File: src/rtl/wb_stage_if.sv
// wb_stage_if: MEM/WB, divider and register-file signals of the writeback stage
interface wb_stage_if #(parameter int XLEN = 32, parameter int CNT_W = 64);
  logic [XLEN-1:0] mem_data_in, ALU_res_in, pc_in;
  logic [31:0] instr_in;
  logic [4:0] addr_rd_in;
  logic [1:0] WBSel_in;
  logic regWEn_in, trapReq_in, is_jalr_in, is_div_in;
  logic div_valid;
  logic [XLEN-1:0] div_result;
  logic div_ready;
  logic rf_we;
  logic [4:0] rf_waddr;
  logic [XLEN-1:0] rf_wdata;
  logic div_busy;
  logic [4:0] div_rd;
  logic div_err;
  logic trap_out;
  logic [XLEN-1:0] trap_pc;
  logic [CNT_W-1:0] instret;
  modport master (
    output mem_data_in, ALU_res_in, pc_in, instr_in, addr_rd_in, WBSel_in,
           regWEn_in, trapReq_in, is_jalr_in, is_div_in, div_valid, div_result,
    input  div_ready, rf_we, rf_waddr, rf_wdata, div_busy, div_rd, div_err,
           trap_out, trap_pc, instret
  );
  modport slave (
    input  mem_data_in, ALU_res_in, pc_in, instr_in, addr_rd_in, WBSel_in,
           regWEn_in, trapReq_in, is_jalr_in, is_div_in, div_valid, div_result,
    output div_ready, rf_we, rf_waddr, rf_wdata, div_busy, div_rd, div_err,
           trap_out, trap_pc, instret
  );
endinterface

File: src/rtl/wb_stage.sv
// wb_stage: writeback mux, load formatting, late divide result path, retire count and traps
module wb_stage #(
  parameter int CNT_W = 64,
  parameter int XLEN  = 32
) (
  input logic clk,
  input logic reset,
  wb_stage_if.slave bus
);
  typedef enum logic [1:0] {IDLE, WAIT, HOLD} state_t;
  state_t state;
  logic valid, pw, div_issue;
  logic [2:0] f3;
  logic [7:0] lbyte;
  logic [15:0] lhalf;
  logic [XLEN-1:0] load, pc4, wdata, hold_buf;
  always_comb begin
    valid = bus.instr_in != 32'd0;
    pw = valid & bus.regWEn_in & !bus.trapReq_in & !bus.is_div_in;
    div_issue = valid & bus.is_div_in & bus.regWEn_in & !bus.trapReq_in;
    f3 = bus.instr_in[14:12];
    lbyte = bus.mem_data_in[{bus.ALU_res_in[1:0], 3'b000} +: 8];
    lhalf = bus.ALU_res_in[1] ? bus.mem_data_in[31:16] : bus.mem_data_in[15:0];
    load = f3 == 3'b000 ? {{(XLEN-8){lbyte[7]}}, lbyte} :
           f3 == 3'b100 ? {{(XLEN-8){1'b0}}, lbyte} :
           f3 == 3'b001 ? {{(XLEN-16){lhalf[15]}}, lhalf} :
           f3 == 3'b101 ? {{(XLEN-16){1'b0}}, lhalf} : bus.mem_data_in;
    pc4 = bus.pc_in + XLEN'(4);
    wdata = bus.is_jalr_in ? pc4 :
            bus.WBSel_in == 2'd0 ? load :
            bus.WBSel_in == 2'd2 ? pc4 : bus.ALU_res_in;
  end
  assign bus.div_ready = state == WAIT;
  assign bus.div_busy = state != IDLE;
  always_ff @(posedge clk) begin
    if (!reset) begin
      state <= IDLE;
      hold_buf <= '0;
      bus.rf_we <= 1'b0;
      bus.rf_waddr <= '0;
      bus.rf_wdata <= '0;
      bus.div_rd <= '0;
      bus.div_err <= 1'b0;
      bus.trap_out <= 1'b0;
      bus.trap_pc <= '0;
      bus.instret <= '0;
    end else begin
      // pipeline writes win the port; a divide result landing in a busy cycle waits in hold_buf
      bus.rf_we <= 1'b0;
      if (pw) begin
        bus.rf_we <= bus.addr_rd_in != 5'd0;
        bus.rf_waddr <= bus.addr_rd_in;
        bus.rf_wdata <= wdata;
      end else if (state == WAIT && bus.div_valid) begin
        bus.rf_we <= bus.div_rd != 5'd0;
        bus.rf_waddr <= bus.div_rd;
        bus.rf_wdata <= bus.div_result;
      end else if (state == HOLD) begin
        bus.rf_we <= bus.div_rd != 5'd0;
        bus.rf_waddr <= bus.div_rd;
        bus.rf_wdata <= hold_buf;
      end
      if (state == IDLE && div_issue) begin
        state <= WAIT;
        bus.div_rd <= bus.addr_rd_in;
      end else if (state == WAIT && bus.div_valid) begin
        state <= pw ? HOLD : IDLE;
        hold_buf <= bus.div_result;
      end else if (state == HOLD && !pw) begin
        state <= IDLE;
      end
      if (div_issue && state != IDLE) bus.div_err <= 1'b1;
      bus.trap_out <= valid & bus.trapReq_in;
      if (valid & bus.trapReq_in) bus.trap_pc <= bus.pc_in;
      if (valid & !bus.trapReq_in) bus.instret <= bus.instret + CNT_W'(1);
    end
  end
endmodule

File: src/flat_wrapper.sv
// flat-port wrapper written by rule: the top's interface ports become plain ports
module wb_stage_flat 
#(
  parameter int CNT_W = 64,
  parameter int XLEN  = 32
)
  (clk, reset, bus_mem_data_in, bus_ALU_res_in, bus_pc_in, bus_instr_in, bus_addr_rd_in, bus_WBSel_in, bus_regWEn_in, bus_trapReq_in, bus_is_jalr_in, bus_is_div_in, bus_div_valid, bus_div_result, bus_div_ready, bus_rf_we, bus_rf_waddr, bus_rf_wdata, bus_div_busy, bus_div_rd, bus_div_err, bus_trap_out, bus_trap_pc, bus_instret);
  wb_stage_if #(.XLEN(XLEN), .CNT_W(CNT_W)) bus_i ();
  input logic clk;
  input logic reset;
  input wire logic [$bits(bus_i.mem_data_in)-1:0] bus_mem_data_in;
  input wire logic [$bits(bus_i.ALU_res_in)-1:0] bus_ALU_res_in;
  input wire logic [$bits(bus_i.pc_in)-1:0] bus_pc_in;
  input wire logic [$bits(bus_i.instr_in)-1:0] bus_instr_in;
  input wire logic [$bits(bus_i.addr_rd_in)-1:0] bus_addr_rd_in;
  input wire logic [$bits(bus_i.WBSel_in)-1:0] bus_WBSel_in;
  input wire logic [$bits(bus_i.regWEn_in)-1:0] bus_regWEn_in;
  input wire logic [$bits(bus_i.trapReq_in)-1:0] bus_trapReq_in;
  input wire logic [$bits(bus_i.is_jalr_in)-1:0] bus_is_jalr_in;
  input wire logic [$bits(bus_i.is_div_in)-1:0] bus_is_div_in;
  input wire logic [$bits(bus_i.div_valid)-1:0] bus_div_valid;
  input wire logic [$bits(bus_i.div_result)-1:0] bus_div_result;
  output wire logic [$bits(bus_i.div_ready)-1:0] bus_div_ready;
  output wire logic [$bits(bus_i.rf_we)-1:0] bus_rf_we;
  output wire logic [$bits(bus_i.rf_waddr)-1:0] bus_rf_waddr;
  output wire logic [$bits(bus_i.rf_wdata)-1:0] bus_rf_wdata;
  output wire logic [$bits(bus_i.div_busy)-1:0] bus_div_busy;
  output wire logic [$bits(bus_i.div_rd)-1:0] bus_div_rd;
  output wire logic [$bits(bus_i.div_err)-1:0] bus_div_err;
  output wire logic [$bits(bus_i.trap_out)-1:0] bus_trap_out;
  output wire logic [$bits(bus_i.trap_pc)-1:0] bus_trap_pc;
  output wire logic [$bits(bus_i.instret)-1:0] bus_instret;
  assign bus_i.mem_data_in = bus_mem_data_in;
  assign bus_i.ALU_res_in = bus_ALU_res_in;
  assign bus_i.pc_in = bus_pc_in;
  assign bus_i.instr_in = bus_instr_in;
  assign bus_i.addr_rd_in = bus_addr_rd_in;
  assign bus_i.WBSel_in = bus_WBSel_in;
  assign bus_i.regWEn_in = bus_regWEn_in;
  assign bus_i.trapReq_in = bus_trapReq_in;
  assign bus_i.is_jalr_in = bus_is_jalr_in;
  assign bus_i.is_div_in = bus_is_div_in;
  assign bus_i.div_valid = bus_div_valid;
  assign bus_i.div_result = bus_div_result;
  assign bus_div_ready = bus_i.div_ready;
  assign bus_rf_we = bus_i.rf_we;
  assign bus_rf_waddr = bus_i.rf_waddr;
  assign bus_rf_wdata = bus_i.rf_wdata;
  assign bus_div_busy = bus_i.div_busy;
  assign bus_div_rd = bus_i.div_rd;
  assign bus_div_err = bus_i.div_err;
  assign bus_trap_out = bus_i.trap_out;
  assign bus_trap_pc = bus_i.trap_pc;
  assign bus_instret = bus_i.instret;
  wb_stage #(.CNT_W(CNT_W), .XLEN(XLEN)) u_core (.clk(clk), .reset(reset), .bus(bus_i));
endmodule
File: config.mk
export PLATFORM = sky130hd
export DESIGN_NAME = wb_stage_flat
export DESIGN_NICKNAME = d
export VERILOG_FILES = /design/src/rtl/wb_stage_if.sv /design/src/rtl/wb_stage.sv /design/src/flat_wrapper.sv
export SDC_FILE = /design/constraint.sdc
export NUM_CORES = 1
export LEC_CHECK = 0
export ABC_CLOCK_PERIOD_IN_PS = 3100
export CAP_MARGIN = 15
export CORE_MARGIN = 2
export CORE_UTILIZATION = 40
export DETAILED_ROUTE_END_ITERATION = 7
export GPL_TIMING_DRIVEN = 0
export PLACE_DENSITY = 0.7
export SKIP_LAST_GASP = 1
export SLEW_MARGIN = 5
export SYNTH_ARGS = -nofsm -noshare
export SYNTH_HDL_FRONTEND = slang
export SYNTH_SLANG_ARGS = --single-unit
File: constraint.sdc
create_clock -name clk -period 3.1 [get_ports clk]
set_input_delay 0.93 -clock clk [delete_from_list [all_inputs] [get_ports clk]]
set_output_delay 0.93 -clock clk [all_outputs]
set_load 0.02 [all_outputs]
After elaboration in Yosys (flattened, before gate mapping). Index checks and enable logic that the tools add are counted.

Register bits after elaboration: 175. Input port bits: 174.

$add $sub $neg: 2. Bitwise logic cells: 10. Equality and inequality tests: 6. Shifts and indexed selects: 1. Multiplexer cells: 21. Reduce and logical (&&, ||, !) cells: 19.

Operators with widths (number): 32-bit two-way mux (10); 64-bit by 1-bit adder with 64-bit output, second input constant (1); 32-bit by 3-bit adder with 32-bit output, second input constant (1); 32-bit nonzero test (1); 32-bit by 6-bit indexed part select with 8-bit output (1); 16-bit two-way mux (1); 5-bit two-way mux (3); 5-bit nonzero test (2); 1-bit AND (8); 3-bit equality test, second input constant (2); 2-bit two-way mux (3); 3-bit nonzero test (2); 2-bit equality test, second input constant (2); 1-bit logical AND (4); 2-bit zero test (2); 1-bit two-way mux (4); 2-bit nonzero test (2); 3-bit by 1-bit equality test with 1-bit output, second input constant (1); 1-bit zero test (3); 3-bit zero test (1); 2-bit by 1-bit equality test with 1-bit output, second input constant (1); 1-bit NOT (2); 2-bit AND reduction (1); 2-bit OR reduction (1).

Longest topological paths before layout. Gate-level depths: netlist (run 1).

Word-level depth: 9. Depth in mapped cells: 8. Gate-level depth less buffers: 6.

Worst setup path after synthesis (run 1). OpenSTA, ideal clock, no wires.

Kind: in2reg. Start: in bus_ALU_res_in[0]. End: reg u_core.bus.rf_wdata[16]. Arrival time: 2546 ps. Setup time: 122 ps. Stages: 7. Path slack: 433 ps. Path buffers: 2. Cells stage by stage: buf_2 -> mux4_2 -> nand3_1 -> buf_2 -> o21ai_0 -> a22o_1 -> o311a_1.

Word-level cells in the longest chain between the ends: 5.

RTL lines: from (decl) (line flat_wrapper.sv:12) `input wire logic [$bits(bus_i.ALU_res_in)-1:0] bus_ALU_res_in;`; 32-bit by 6-bit indexed part select with 8-bit output (line wb_stage.sv:22) `lbyte = bus.mem_data_in[{bus.ALU_res_in[1:0], 3'b000} +: 8];`; 32-bit two-way mux (line wb_stage.sv:24) `load = f3 == 3'b000 ? {{(XLEN-8){lbyte[7]}}, lbyte} :`; 32-bit two-way mux (line wb_stage.sv:30) `bus.WBSel_in == 2'd0 ? load :`; 32-bit two-way mux (line wb_stage.sv:29) `wdata = bus.is_jalr_in ? pc4 :`; 32-bit two-way mux (line wb_stage.sv:50) `if (pw) begin`; to (signal assigned) (line wb_stage.sv:53) `bus.rf_wdata <= wdata;`; to (signal assigned) (line wb_stage.sv:57) `bus.rf_wdata <= bus.div_result;`; to (signal assigned) (line wb_stage.sv:61) `bus.rf_wdata <= hold_buf;`; to (decl) (line wb_stage_if.sv:29) `output div_ready, rf_we, rf_waddr, rf_wdata, div_busy, div_rd, div_err,`.

No other way between the ends. A chain may end at the register's enable or synchronous reset.

Worst setup path in the final report (run 1).
Start: in bus_pc_in[6]. End: reg u_core.bus.rf_wdata[27].

Word-level cells in the longest chain between the ends: 5.

RTL lines: from (decl) (line flat_wrapper.sv:13) `input wire logic [$bits(bus_i.pc_in)-1:0] bus_pc_in;`; 32-bit by 3-bit adder with 32-bit output * (line wb_stage.sv:28) `pc4 = bus.pc_in + XLEN'(4);`; 32-bit two-way mux (line wb_stage.sv:31) `bus.WBSel_in == 2'd2 ? pc4 : bus.ALU_res_in;`; 32-bit two-way mux (line wb_stage.sv:30); 32-bit two-way mux * (line wb_stage.sv:29); 32-bit two-way mux * (line wb_stage.sv:50).

Mark *: on every way between the ends. The rest lies on a longest branch, timed or not.

==> impl_metrics.csv, run 1 <==
group,metric,value,unit
clock_network,clock-sinks,175,
timing,finClkSkew,9.61,ps
yosys,synth_async_sr_flop_share,0,
placed_design,pre_cts_ws,-681,ps
timing,maxSlewHeadroom,0.382,
power,power,5.45,mW
worst_setup_path,critPathTopFamily,"simple AND/OR/NAND/NOR gates",
route,first_pass_iters,8,
worst_hold_path,hold_path.class,"flip-flop to flip-flop",
clock_network,tritoncts,"yes",
finish,ff_latch_area,3500,um^2
worst_setup_path,max_stage_delay,680,ps
route,antenna_left,0,
timing,finalCritPeriodShare,0.982,
grt,grt_pass1_wl,55.6,mm
grt,met3_usage,0.0631,
finish,fin_area,13800,um^2
worst_setup_path,crit_slowest_cell,"clkdlybuf4s50_1",
timing,fin_crit,3040,ps
yosys,ys_warn_count,0,
finish,multi_input_area,5650,um^2
timing,hold_viol,0,
run_status,outcome,"finished clean",
die,rows,56,
power,peakVddDrop,0.000312,V
grt,grt.busiest_layer,"met2",
die,die_h,158,um
route,drc,0,
clock_network,cts_made_buffers,17,
yosys,ys_types,61,
worst_setup_path,setup.worst_path.end_class,"flip-flop",
grt,use_met2,0.520,
yosys,syn_avg_cell_area,8.26,um^2
finish,nets,1671,
worst_setup_path,crit_required,3410,ps
clock_network,htree_levels,4,
timing,drv_slew,0,
route,wl_per_cell,20.4,um
clock_network,clockBufferDepth,2,
timing,worst_slew_pin_slew,927,ps
power,p_leak,4.91,nW
clock_network,clk_latency,440,ps
placed_design,portBuffers,315,
route,dr.first_iter.drc_count,791,
yosys,ys.flop_type,"dfxtp_1",
yosys,synth-seq-area-share,0.368,
die,start_util,0.407,
yosys,ys_seq_elements,175,
grt,grt_max_degree,19,
timing,holdWs,453,ps
timing,fmax,0.328,GHz
job,cap_violations,0,
worst_setup_path,crit_chain,"clkdlybuf4s50_1 -> nand4_2 -> or4_1 -> buf_2 -> buf_6 -> nor4_4 -> nor3_1 -> o41ai_1",
grt,grt.met1_usage,0.346,
die,die_area,25100,um^2
placed_design,hpwl,29.7,mm
finish,drive_gt1_frac,0.0749,
route,vias,10593,
yosys,synth_cells,1153,
timing,fin_ws,55.5,ps
finish,num-fill-cells,2222,
yosys,synth_area,9530,um^2
grt,grt_usage,0.290,
worst_setup_path,cp-start-kind,"primary input",
placed_design,detailed_place.area,13100,um^2
timing,setup_tns,0,ps
power,power.density,395,nW/um^2
route,vias_per_cell,5.79,
placed_design,gp_congestion,0.927,
grt,grt_pass1_vias,9990,
grt,grt.overflow.total,0,
route,wirelength,37.4,mm
worst_setup_path,cp_num_buf_inv,3,
die,core_area,23400,um^2
die,num_io_pins,317,
clock_network,clk_pin_slew,70,ps
yosys,synth_edf_count,0,
finish,syn_to_final_growth,44.9,%
yosys,syn-num-nets,1329,
grt,antenna_found_initial,0,
worst_setup_path,critPathKind,"primary input to flip-flop",
worst_setup_path,path_max_fanout,10,
clock_network,cts-root-buf,"clkbuf_16",
die,fp.dieW,158,um
timing,setup_viol,0,
worst_setup_path,worst_ep_arrival_time,3360,ps
synthesized netlist by cell type (all sizes together), types with 19 or more instances:
library cell | n | area [um^2]
nor2 | 85 | 319
or4 | 22 | 165
nor4 | 30 | 224
clkbuf | 54 | 203
dfxtp | 175 | 3500
o31ai | 23 | 210
buf | 30 | 169
a21oi | 92 | 460
nand2 | 149 | 559
nand4 | 33 | 244
or3 | 23 | 144
mux2i | 68 | 681
inv | 19 | 71.3
nand3 | 32 | 160
a211oi | 24 | 180
o21ai | 62 | 310
nor3 | 22 | 115
nand2b | 31 | 194
per-layer routing:
metal,vias to the layer above,part of all wire
li1,5006,-
met1,5015,0.38
met2,503,0.50
met3,69,0.085
met4,0,0.026
met5,-,0
path summary, 6_finish.rpt:
| kind | from | to | slack, ps | depth (start not counted) |
|---|---|---|---|---|
| hold reg to reg | u_core.bus.trap_pc[16] | u_core.bus.trap_pc[16] | 450 | 2 |
| setup / recovery | bus_pc_in[6] | u_core.bus.rf_wdata[27] | 60 | 8 |
| hold / removal | u_core.bus.trap_pc[16] | u_core.bus.trap_pc[16] | 450 | 2 |
| setup reg to reg | u_core.bus.instret[14] | u_core.bus.instret[38] | 410 | 6 |
through the flow:
stage	std cells	utilization
after detailed placement	1787	0.559
after global placement	1787	0.559
after CTS	1822	0.586
after global routing	1827	0.590
after floorplan	1153	-
final	1828	0.590
report_power, final:
| part | switching [mW] | internal (mW) |
|---|---|---|
| clock network | 1.06 | 1.07 |
| logic | 0.491 | 0.471 |
| registers | 0.0428 | 2.32 |
| total | 1.59 | 3.86 |
worst reg2reg max path, delay by kind of cell, from the launching register on:
kind	cells	cell delay, ps
buffers and inverters	1	320
and+or+nand+nor	3	1140
DFF	1	470
AOI/OAI and AO/OA	2	630
sequential cells by signal, summed over array words and instances, names as in the netlist:
name                 flops
u_core.bus.div_err       1
u_core.bus.div_rd        5
u_core.bus.instret      64
u_core.bus.rf_waddr      5
u_core.bus.rf_wdata     32
u_core.bus.rf_we         1
u_core.bus.trap_out      1
u_core.bus.trap_pc      32
u_core.hold_buf         32
u_core.state             2
layout make-up:
cell class                 instances  share of cell area
sequential                       175               0.254
multi-input combinational        875               0.409
timing repair buffer             323               0.235
clock buffer                      17              0.0308
buffer                            84              0.0269
clock inverter                    15              0.0104
tap                              319              0.0289
inverter                          19             0.00517
antenna                            1            0.000181
cell families (layout without fill, tap and decap cells):
kind of cell             after synthesis  in the layout  share of synthesized area
AO/OA/AOI/OAI                        307            307                      0.216
adder cells (fa/ha/maj)                2              2                    0.00263
AND/OR/NAND/NOR                      466            466                      0.252
multiplexers                          84             84                     0.0998
XOR/XNOR                              16             16                     0.0147
other                                  0              1                          0
buffers and inverters                103            458                     0.0465
flip-flops                           175            175                      0.368
cell usage in the layout (no fill, tap or decap), types with 11 or more instances in the layout:
| master | count |
|---|---|
| o211ai_1 | 16 |
| o31ai_1 | 18 |
| nand3_1 | 31 |
| clkbuf_16 | 17 |
| a21oi_1 | 92 |
| clkdlybuf4s50_1 | 314 |
| o21ai_0 | 61 |
| o41ai_1 | 13 |
| a211oi_1 | 24 |
| inv_1 | 19 |
| nand4_1 | 27 |
| nor3_1 | 19 |
| nor2_1 | 84 |
| a22oi_1 | 12 |
| or4_1 | 22 |
| nand2_1 | 149 |
| buf_2 | 24 |
| nor4_1 | 26 |
| o311ai_0 | 11 |
| dfxtp_1 | 175 |
| or3_1 | 23 |
| buf_4 | 11 |
| nand2b_1 | 31 |
| xnor2_1 | 13 |
| clkbuf_1 | 54 |
| mux2i_1 | 68 |
what timing repair did:
action / 4_1_cts / 5_1_grt
gates resized for setup: 5 / 8
buffers inserted: 3 / 5
pin swaps: 1 / 2
setup endpoints to repair: 76 / 69
hold buffers: 0 / 0
cloned: 0 / 0
(Power assumes the default switching activity.)
==> run 2: changes to the inputs <==
--- a/config.mk
+++ b/config.mk
@@ -7,7 +7,6 @@
 export LEC_CHECK = 0
 export ABC_CLOCK_PERIOD_IN_PS = 3100
 export CAP_MARGIN = 15
-export CORE_MARGIN = 2
 export CORE_UTILIZATION = 40
 export DETAILED_ROUTE_END_ITERATION = 7
 export GPL_TIMING_DRIVEN = 0
==> run 2 against run 1 <==
Against the previous run:
- worst setup slack improved by 69 ps
- utilization fell by 0.11 points
- clock skew rose by 1.1 ps
- clock power is 8% higher
- power increased by 3.2%
- combinational power hardly changed
- sequential power hardly changed
- via count is 1.5% lower
- final cell count shrank 0.27%
- flip-flop and latch count is the same
- sequential share of layout area about the same
- largest cell class unchanged
==> impl_metrics.csv, run 2 (synthesis results as in run 1) <==
group,metric,value,unit
route,dr.first_iter.drc_count,822,
worst_setup_path,r2r_start,"u_core.bus.instret[29]",
clock_network,clk_latency,440,ps
die,start_util,0.407,
power,peakVddDrop,0.000302,V
timing,worst_slew_pin_slew,892,ps
route,first_pass_iters,6,
power,power.internal,4.07,mW
grt,grt_pass1_wl,56.2,mm
power,netSwitchingPower,1.56,mW
worst_setup_path,path_max_fanout,10,
clock_network,clock-sinks,175,
route,wl_met3,3.38,mm
finish,num-fill-cells,2210,
worst_setup_path,critPathKind,"primary input to flip-flop",
power,pwr-share-comb,0.171,
route,dr_wl_met2,18.5,mm
timing,fin_ws,124,ps
timing,maxSlewHeadroom,0.405,
finish,largest_register,"u_core.bus.instret",
route,wl_met1,14.5,mm
die,fp.dieW,156,um
placed_design,dp.cells,1787,
finish,layout_commonest_cell,"clkdlybuf4s50_1",
timing,rsz0062_at_grt,"false",
die,num_io_pins,317,
placed_design,portBuffers,315,
clock_network,tritoncts,"yes",
power,power,5.63,mW
worst_hold_path,hold_depth,2,
timing,finalCritPeriodShare,0.960,
worst_setup_path,setup.worst_path.end_class,"flip-flop",
worst_setup_path,worst_ep_arrival_time,3300,ps
clock_network,cts_made_buffers,17,
worst_setup_path,rr_worst_depth,6,
worst_setup_path,crit_required,3420,ps
worst_hold_path,min_to,"u_core.bus.trap_pc[14]",
worst_setup_path,r2r_end,"u_core.bus.instret[61]",
finish,layout_common_cells,"312 x clkdlybuf4s50_1, 175 x dfxtp_1, 149 x nand2_1",
die,die_area,24400,um^2
finish,largest_reg_flops,64,
grt,grt.overflow.total,0,
route,vias,10439,
power,p_sw_frac,0.277,
job,cap_violations,0,
timing,drv_slew,0,
clock_network,clockBufferDepth,2,
die,core_area,23400,um^2
grt,grt_usage,0.304,
placed_design,detailed_place.area,13100,um^2
clock_network,clk_pin_slew,80,ps
clock_network,htree_levels,4,
finish,syn_to_final_growth,44.6,%
worst_setup_path,cp-start-kind,"primary input",
die,die_h,156,um
finish,ff_latch_area,3500,um^2
grt,antenna_found_initial,1,
power,p_seq_frac,0.420,
placed_design,hpwl,29.8,mm
finish,layout.cells.non_filler,1823,
route,wl_per_cell,20.6,um
route,vias_per_cell,5.73,
finish,fin_area,13800,um^2
grt,grt_max_degree,17,
placed_design,pre_cts_ws,-702,ps
route,drc,0,
power,power.density,408,nW/um^2
route,antenna_left,0,
route,top_layer,"met4",
route,wirelength,37.6,mm
finish,multi_input_area,5630,um^2
worst_hold_path,min-delay-start,"u_core.bus.trap_pc[14]",
power,clkPwrFrac,0.410,
clock_network,cts-hold-fix-buffers,0,
run_status,outcome,"finished clean",
timing,finClkSkew,10.8,ps
grt,grt_pass1_vias,9876,
clock_network,cts-root-buf,"clkbuf_16",
worst_hold_path,hold_path.class,"flip-flop to flip-flop",
timing,hold_viol,0,
timing,setup_viol,0,
timing,fin_crit,2980,ps
timing,fmax,0.336,GHz
placed_design,gp_congestion,0.953,
die,rows,56,
power,p_leak,4.92,nW
finish,nets,1666,
worst_setup_path,reg2reg_slack,330,ps
finish,drive_gt1_frac,0.0712,
[run 2: final cells by class]
class | instances | area share
multi-input combinational | 875 | 0.408
sequential | 175 | 0.254
timing repair buffer | 318 | 0.232
clock buffer | 17 | 0.0309
tap | 319 | 0.0290
buffer | 84 | 0.0270
clock inverter | 15 | 0.0133
inverter | 19 | 0.00517
antenna | 1 | 0.000182
[run 2: what timing repair did]
item                       CTS  global route
setup endpoints to repair   88            83
resized for setup            3             9
setup buffers                2             1
pin swaps                    2             1
[run 2: per-stage QoR]
stage / utilization / hold WS (ps) / TNS, ps
final: 0.589 / 458 / 0
after detailed placement: 0.559 / 449 / -68610
after floorplan: - / 459 / 0
after global routing: 0.589 / 481 / 0
after CTS: 0.587 / 460 / 0
after global placement: 0.559 / 441 / -64090
[run 2: how the worst max path moves through the flow]
stage	cells after the start	endpoint	start	slack [ps]
2_1_floorplan	7	u_core.bus.rf_wdata[16]	bus_ALU_res_in[0]	430
3_3_place_gp	7	u_core.bus.trap_pc[21]	bus_instr_in[19]	-650
3_5_place_dp	7	u_core.bus.trap_pc[8]	bus_instr_in[13]	-700
4_1_cts	8	u_core.bus.instret[19]	bus_instr_in[19]	0.9
5_1_grt	7	u_core.bus.instret[34]	bus_trapReq_in	4
6_report	8	u_core.bus.rf_wdata[27]	bus_pc_in[8]	120
[run 2: routing by layer]
metal	GRT usage	vias to the layer above
li1	-	4960
met1	0.361	4944
met2	0.532	473
met3	0.0723	62
met4	0.108	0
met5	0	-
[run 2: power by group through the flow]
stage | clock (mW) | sequential (mW) | combinational (mW)
3_3_place_gp | 0 | 2.41 | 0.938
4_1_cts | 2.33 | 2.36 | 0.953
2_1_floorplan | 0 | 2.47 | 0.351
3_5_place_dp | 0 | 2.41 | 0.946
6_report | 2.31 | 2.36 | 0.960
5_1_grt | 2.42 | 2.37 | 1.02
[run 2: critical path, stage by stage]
cell and delay, ps:
clkdlybuf4s50_1 630, nand4_2 240, or4_1 560, buf_2 180, buf_6 150, nor4_4 120
nor3_1 120, o41ai_1 360
